**src/rtl/fetch_pkg.sv**
```systemverilog
// Shared types and reset defaults for the instruction-fetch stage.
package fetch_pkg;

    localparam logic [63:0] PC_RESET_DEFAULT = 64'h8000_0000;
    localparam logic [63:0] PC_STEP_DEFAULT  = 64'd4;

    typedef struct packed {
        logic [31:0] raw_instr;
        logic [63:0] pc;
    } fetch_data_t;

    typedef enum logic [1:0] {
        FETCH,
        HOLD,
        DRAIN
    } fetch_state_t;

endpackage

```
**src/rtl/fetch_skid.sv**
```systemverilog
// One-entry skid buffer parking a fetched {instr,pc} while decode is stalled.
module fetch_skid
    import fetch_pkg::*;
(
    input  logic        clk,
    input  logic        reset,
    input  logic        load,
    input  logic        unload,
    input  logic        clear,
    input  fetch_data_t din,
    output fetch_data_t dout,
    output logic        valid
);

    fetch_data_t data_q;

    always_ff @(posedge clk) begin
        if (reset || clear) begin
            valid <= 1'b0;
        end else if (load) begin
            valid <= 1'b1;
        end else if (unload) begin
            valid <= 1'b0;
        end
    end

    // NOTE: the payload is deliberately not reset; valid alone qualifies it.
    always_ff @(posedge clk) begin
        if (load) begin
            data_q <= din;
        end
    end

    assign dout = data_q;

endmodule

```
**src/rtl/fetch.sv**
```systemverilog
// Instruction-fetch stage: owns the PC, one outstanding bus request, registered
// output to decode, stall via skid buffer, redirect with stale-response drain.
module fetch
    import fetch_pkg::*;
#(
    parameter logic [63:0] PC_RESET = PC_RESET_DEFAULT,
    parameter logic [63:0] PC_STEP  = PC_STEP_DEFAULT
) (
    input  logic        clk,
    input  logic        reset,
    output logic        ireq_valid,
    output logic [63:0] ireq_addr,
    input  logic        iresp_data_ok,
    input  logic [31:0] iresp_data,
    input  logic        redirect_valid,
    input  logic [63:0] redirect_pc,
    input  logic        stall,
    output fetch_data_t dataF,
    output logic        dataF_valid
);

    fetch_state_t state, state_n;
    logic [63:0]  pc, pc_n;
    logic [63:0]  stale_addr, stale_n;
    logic         out_free;
    logic         out_load;
    fetch_data_t  out_data;
    logic         skid_load, skid_unload, skid_clear, skid_valid;
    fetch_data_t  skid_din, skid_dout;

    assign out_free   = !dataF_valid || !stall;
    assign skid_din   = '{raw_instr: iresp_data, pc: pc};
    assign ireq_valid = !reset && (state != HOLD);
    assign ireq_addr  = (state == DRAIN) ? stale_addr : pc;

    fetch_skid u_skid (
        .clk    (clk),
        .reset  (reset),
        .load   (skid_load),
        .unload (skid_unload),
        .clear  (skid_clear),
        .din    (skid_din),
        .dout   (skid_dout),
        .valid  (skid_valid)
    );

    // NOTE: every output gets a default first so no latch is inferred.
    always_comb begin
        state_n     = state;
        pc_n        = pc;
        stale_n     = stale_addr;
        out_load    = 1'b0;
        out_data    = skid_dout;
        skid_load   = 1'b0;
        skid_unload = 1'b0;
        skid_clear  = 1'b0;

        if (redirect_valid) begin
            pc_n       = redirect_pc;
            skid_clear = 1'b1;
            case (state)
                FETCH: begin
                    if (!iresp_data_ok) begin
                        state_n = DRAIN;
                        stale_n = pc;
                    end
                end
                HOLD:  state_n = FETCH;
                // A stale response landing with the redirect still retires the old request.
                DRAIN: if (iresp_data_ok) state_n = FETCH;
                default: state_n = FETCH;
            endcase
        end else begin
            case (state)
                FETCH: begin
                    if (iresp_data_ok) begin
                        pc_n = pc + PC_STEP;
                        if (out_free) begin
                            out_load = 1'b1;
                            out_data = skid_din;
                        end else begin
                            skid_load = 1'b1;
                            state_n   = HOLD;
                        end
                    end
                end
                HOLD: begin
                    if (out_free) begin
                        out_load    = skid_valid;
                        skid_unload = 1'b1;
                        state_n     = FETCH;
                    end
                end
                DRAIN: if (iresp_data_ok) state_n = FETCH;
                default: state_n = FETCH;
            endcase
        end
    end

    // NOTE: sequential state uses non-blocking assignments only.
    always_ff @(posedge clk) begin
        if (reset) begin
            state      <= FETCH;
            pc         <= PC_RESET;
            stale_addr <= '0;
        end else begin
            state      <= state_n;
            pc         <= pc_n;
            stale_addr <= stale_n;
        end
    end

    always_ff @(posedge clk) begin
        if (reset) begin
            dataF       <= '0;
            dataF_valid <= 1'b0;
        end else if (redirect_valid) begin
            dataF_valid <= 1'b0;
        end else if (out_load) begin
            dataF       <= out_data;
            dataF_valid <= 1'b1;
        end else if (out_free) begin
            dataF_valid <= 1'b0;
        end
    end

endmodule

```
**config.mk**
```make
export PLATFORM = sky130hd
export DESIGN_NAME = fetch
export DESIGN_NICKNAME = d
export VERILOG_FILES = /design/src/rtl/fetch_pkg.sv /design/src/rtl/fetch_skid.sv /design/src/rtl/fetch.sv
export SDC_FILE = /design/constraint.sdc
export NUM_CORES = 1
export LEC_CHECK = 0
export CAP_MARGIN = 20
export CORE_MARGIN = 2
export CORE_UTILIZATION = 40
export DETAILED_ROUTE_END_ITERATION = 12
export HOLD_SLACK_MARGIN = 0.02
export PLACE_DENSITY = 0.68
export SYNTH_ARGS = -nofsm -noshare
export SYNTH_HDL_FRONTEND = slang
export SYNTH_SLANG_ARGS = --single-unit
```
**constraint.sdc**
```tcl
create_clock -name clk -period 14.8 [get_ports clk]
set_input_delay 2.96 -clock clk [delete_from_list [all_inputs] [get_ports clk]]
set_output_delay 2.96 -clock clk [all_outputs]
set_load 0.01 [all_outputs]
```
==> metrics.txt, run 1 <==
Final Max Tran Viols=0; vias in the first global route=11310; Crit path required time=11840 ps; worst r2r path cells=6; hold_buf cts=0; remaining global-route overflow=0; clk_lat worst skew=510 ps; Initial Util=0.4058; post-detail-place hpwl=26630 µm; Hold Path Cell Cnt=2; Die Ht=191.2 µm; Clock Tree Buf Depth=3; die footprint=36560 µm²; Clock Skews=13.89 ps; Placer Congestion=0.7987; Core ar.=34540 µm²; Crit Path Max Fanout=72; Horiz. Die Dim=191.2 µm; clock sinks=324; compound-gate portion of the synthesized area=0.1351; Top delay family on crit path=buffers and inverters; hold slack=451.4 ps; critical path buffer and inverter count=2; final hold viol count=0; YS warnings=0; Seq/Total Area, Yosys=0.5313; max-cap violations=0; first-pass GRT wire length=64490 µm; reg-to-reg startpoint=pc[2]; via count=12010; routed wire length=42060 µm; Distinct cells, synth=50; outcome=completed; utilization after layout=0.5192; Post-Synth XOR/XNOR Area=0.01687; area post-placement=16820 µm²; NetSw=0.0005203 W; type of destination of the critical path=output port; final cycle utilization of the critical path=0.4753; Total Nets Final=1751; CTS buffer count=36; min cycle time layout=7035 ps; Reg clk slew, reported paths=60 ps; clock share of power=0.406; crit path launch type=input pin; Switching Fraction=0.2476; Final Cell Area=17930 µm²; Mapped Cells=1473; Combinational Power Share=0.121; Max stage delay cell, worst path=clkdlybuf4s50_1; ANT nets after route=0; number of DRC markers in iteration 0=1003; P_leak=6.080 nW; HP Class=register to register; worst slew pin tran=1090 ps; Mapped Area=14020 µm²; # DRC=0; Synth Area in Simple Gates=0.1931; main combinational cell family by area after synthesis=simple AND/OR/NAND/NOR gates; peak per-stage delay on the critical path=510 ps; crit path launch=reset; FF-to-FF End=pc[58]; overall power=0.002102 W; All-Layer GR Usage=0.2228; internal cell power=0.001581 W; io pins=263; Vias/cell=5.633; worst path cell trace=buf_6, a21oi_1, clkdlybuf4s50_1; peak supply drop=0.07428 mV; multiplexer share of the synthesized area=0.08007; EDFF count, synth=96; pwr dens=117.2 nW/µm²; CTS tree=built; row count=68; Synth Area in Adders=0.0008926; # H-tree levels=2; Syn-to-layout area delta=27.95%; relative slew slack=0.2734; HP Start=stale_addr[11]; drt pass-1 iters=5; ys flop type=dfxtp_1; total negative setup slack=0 ps; pin count of the biggest net entering global routing=101; Seq pwr share=0.473; fraction of layout cells with a size suffix above 1=0.09075; antenna violations before repair=2; FF-to-FF setup slack=11460 ps; post-CTS sizing=0; Root Buffer=clkbuf_16; crit path DAT=4070 ps; highest clock rate=142.1 MHz; syn_area_per_cell=9.516 µm²; Synthesized Nets=1575; final setup fails=0; RSZ-0062 raised after global routing=false; post-CTS setup buffers=0; number of port buffers=262; fraction of registers with async set or reset after synthesis=0; Yosys reg bits=324; Hold Path End=stale_addr[11]; WL per Instance=19.73 µm; Worst Path Class, Setup=input pin to output port
## sequential cells by signal, summed over array words and instances, names as in the netlist
name / count
dataF: 96
u_skid.dout: 96
pc: 64
stale_addr: 64
state: 2
dataF_valid: 1
u_skid.valid: 1
## per-layer routing
metal / track usage / wire [µm] / share of wire
met1: 0.3010 / 18270 / 0.43
met2: 0.3651 / 19730 / 0.47
met3: 0.03672 / 3013 / 0.072
met4: 0.06923 / 1049 / 0.025
met5: 0 / 0 / 0
## area by class of cell
cell class,instances,area (µm²)
clock inverter,15,121.4
antenna,2,5.005
inverter,16,60.06
fill,3111,16610
timing repair buffer,277,2731
clock buffer,49,991.0
tap,455,569.3
multi-input combinational,994,6010
sequential,324,7447
## worst max-delay path by stage
stage	endpoint	slack (ps)	depth (start not counted)
floorplan	u_skid.dout[0]	3990	3
global placement	ireq_valid	7790	3
detailed placement	ireq_valid	7790	3
CTS	ireq_valid	7790	3
global route	ireq_valid	7710	3
finish	ireq_valid	7770	3
## worst reg2reg max path, delay by kind of cell (launching register included)
| kind | cells | cell delay, ps |
|---|---|---|
| DFF | 1 | 550 |
| adders and majority gates | 1 | 270 |
| and+or+nand+nor | 4 | 2120 |
| AOI/OAI and AO/OA | 1 | 300 |
## per-stage QoR
step	instances	setup WS, ps
final	2132	7765
after floorplan	1473	3987
after CTS	2130	7786
after detailed placement	2066	7785
after global placement	2066	7795
after global routing	2132	7713
## placed cells by master (no fill, tap or decap), types with 3 or more instances in the layout
cell,netlist,final
nand2_1,234,232
o21ai_0,19,19
xor2_1,8,8
clkinv_1,0,5
nor3_1,10,8
edfxtp_1,96,96
nor2_1,153,153
a2111oi_0,4,4
clkbuf_16,0,37
clkdlybuf4s50_1,0,260
nand3_1,87,86
clkbuf_1,113,10
nor4_1,18,18
mux2i_1,39,39
a211oi_1,53,53
a311oi_1,84,84
buf_4,1,15
clkinv_2,0,7
a21oi_1,79,79
and3_1,4,3
dfxtp_1,228,228
o21a_1,6,6
o31ai_1,10,10
xnor2_1,19,19
or4_1,12,12
inv_1,16,15
or2_2,7,7
nand4_1,29,29
or3_1,16,16
mux2_2,65,65
and4_1,11,11
## power by group through the flow
stage / clock (W) / sequential (W) / combinational (W)
6_report: 0.000853 / 0.000995 / 0.000254
5_1_grt: 0.000904 / 0.00100 / 0.000276
4_1_cts: 0.000870 / 0.000994 / 0.000256
3_5_place_dp: 0 / 0.00101 / 0.000255
3_3_place_gp: 0 / 0.00101 / 0.000251
2_1_floorplan: 0 / 0.00100 / 0.000132
## Yosys cell counts, types with 18 or more instances
library cell | n | area share
nand2_1 | 234 | 0.063
nand3_1 | 87 | 0.031
mux2_2 | 65 | 0.052
edfxtp_1 | 96 | 0.21
mux2i_1 | 39 | 0.028
nor2_1 | 153 | 0.041
clkbuf_1 | 113 | 0.030
a211oi_1 | 53 | 0.028
buf_1 | 19 | 0.0051
xnor2_1 | 19 | 0.012
a311oi_1 | 84 | 0.052
nor4_1 | 18 | 0.0080
dfxtp_1 | 228 | 0.33
nand4_1 | 29 | 0.013
a21oi_1 | 79 | 0.028
o21ai_0 | 19 | 0.0068
## logic make-up after synthesis
group	after synthesis
AO/OA/AOI/OAI	268
XOR/XNOR	27
adder cells (fa/ha/maj)	1
buffers and inverters	155
flip-flops	324
multiplexers	104
AND/OR/NAND/NOR	594
(Power assumes the default switching activity.)
==> inputs of run 2 (changes only) <==
clock period = 6.9 ns   (was 14.8 ns; I/O delays follow)
==> run 2 against run 1 <==
- via count fell by 1.1%
- power rose by 110%
- setup slack got worse by 5100 ps
- cell count fell by 0.19%
- critical path depth did not move
- die area did not move
- clock power rose by 110%
==> metrics.txt, run 2 (same netlist as run 1, synthesis figures left out) <==
FF-to-FF setup slack=3790 ps (-7670 ps); Horiz. Die Dim=191.2 µm (unchanged); Crit Path Max Fanout=64 (-11%); fraction of layout cells with a size suffix above 1=0.09211 (+0.001359); Clock Tree Buf Depth=3 (unchanged); type of destination of the critical path=output port; FF-to-FF End=pc[39]; overall power=0.004500 W (+110%); final setup fails=0 (unchanged); fill count=3059 (-1.7%); Vias/cell=5.580 (-0.93%); crit path DAT=2840 ps (-1230 ps); Placer Congestion=0.7952 (-0.44%); Max stage delay cell, worst path=nand2b_4; ANT nets after route=0 (unchanged); All-Layer GR Usage=0.2186 (-0.004227); Die Ht=191.2 µm (unchanged); register area=7447 µm² (unchanged); post-detail-place hpwl=26280 µm (-1.3%); commonest non-fill, non-tap cell in the layout=clkdlybuf4s50_1; final hold viol count=0 (unchanged); reg-to-reg startpoint=pc[5]; Core ar.=34540 µm² (unchanged); max-cap violations=0 (unchanged); Initial Util=0.4058 (unchanged); CTS buffer count=36 (unchanged); min cycle time layout=4217 ps; row count=68 (unchanged); clk_lat worst skew=510 ps (about the same); area post-placement=16830 µm² (about the same); antenna violations before repair=3 (+1); die footprint=36560 µm² (unchanged); worst r2r path cells=5 (-1); Total Nets Final=1749 (-0.11%); Hold Path End=stale_addr[62]; remaining global-route overflow=0 (unchanged); peak supply drop=0.1610 mV (+120%); post-CTS sizing=0 (unchanged); Final Max Tran Viols=0 (unchanged); HP Start=stale_addr[62]; # DRC=0 (unchanged); WL per Instance=19.36 µm (-1.9%); Syn-to-layout area delta=27.94% (about the same); HP Class=register to register; CTS tree=built; clock sinks=324 (unchanged); Final Cell Area=17930 µm² (about the same); hold_buf cts=0 (unchanged); peak per-stage delay on the critical path=870 ps (+360 ps); Hold Path Cell Cnt=2 (unchanged); Root Buffer=clkbuf_16; first-pass GRT wire length=63640 µm (-1.3%); crit path launch type=register; worst slew pin tran=1092 ps (+2.522 ps); area of the multi-input gates=6023 µm² (+0.23%); total negative setup slack=0 ps (unchanged); Setup WS post-layout=2683 ps (-5082 ps); io pins=263 (unchanged); RSZ-0062 raised after global routing=false; worst slack at placement=2487 ps (-5298 ps); number of port buffers=262 (unchanged); Crit path required time=5520 ps (-6320 ps); Reg clk slew, reported paths=60 ps (about the same); routed wire length=41210 µm (-2.0%); hold slack=452.5 ps (+1.050 ps); via count=11880 (-1.1%); pin count of the biggest net entering global routing=194 (+92%); number of DRC markers in iteration 0=875 (-13%); # H-tree levels=2 (unchanged); pwr dens=250.9 nW/µm² (+110%); drt pass-1 iters=5 (unchanged); vias in the first global route=11190 (-1.0%); relative slew slack=0.2717 (-0.001681); most frequent cells in the layout=clkdlybuf4s50_1, nand2_1, dfxtp_1, nor2_1, edfxtp_1; outcome=completed; highest clock rate=237.1 MHz; worst path cell trace=nand2b_4, mux2_2, clkdlybuf4s50_1; post-CTS setup buffers=0 (unchanged); P_leak=6.088 nW (+0.13%); final cycle utilization of the critical path=0.6111; Worst Path Class, Setup=register to output port; Clock Skews=8.641 ps (-5.247 ps)
[run 2: where the power goes]
group          switching [W]  leakage, nW  internal [W]  total [W]
registers          0.0000939         2.73       0.00204    0.00213
logic               0.000270         2.80      0.000273   0.000543
clock network       0.000759        0.556       0.00106    0.00182
[run 2: cell type report]
cell class | count | share of cell area
Antenna cell | 1 | 0.0001395
Clock inverter | 19 | 0.007814
Timing Repair Buffer | 275 | 0.1522
Clock buffer | 44 | 0.05365
Inverter | 16 | 0.003349
Tap cell | 455 | 0.03175
Multi-Input combinational cell | 994 | 0.3359
Sequential cell | 324 | 0.4153
[run 2: worst max-delay path, delay by kind of cell (launching register included)]
kind,cells,cell delay (ps)
AND/OR/NAND/NOR,1,870
buffers and inverters,1,560
multiplexers,1,410
flip-flops,1,470
[run 2: how the worst max path moves through the flow]
stage | startpoint | endpoint | slack [ps] | cells past startpoint
finish | state[0] | ireq_addr[63] | 2680 | 3
global route | state[0] | ireq_addr[63] | 2560 | 3
global placement | iresp_data_ok | pc[52] | 2590 | 6
CTS | state[0] | ireq_addr[63] | 2650 | 3
detailed placement | iresp_data_ok | pc[44] | 2490 | 6
floorplan | redirect_valid | u_skid.dout[0] | 650 | 4
[run 2: routing by layer]
metal,vias to the layer above,track usage,share of wire
met1,5728,0.2986,0.44
met4,4,0.05888,0.022
met3,66,0.03525,0.062
li1,5703,-,-
met2,374,0.3591,0.47
met5,-,0,0.00066
[run 2: per-stage QoR]
step / utilization / instances
after floorplan: - / 1473
after global placement: 0.4872 / 2064
after detailed placement: 0.4872 / 2064
after CTS: 0.5191 / 2127
after global routing: 0.5192 / 2128
final: 0.5192 / 2128
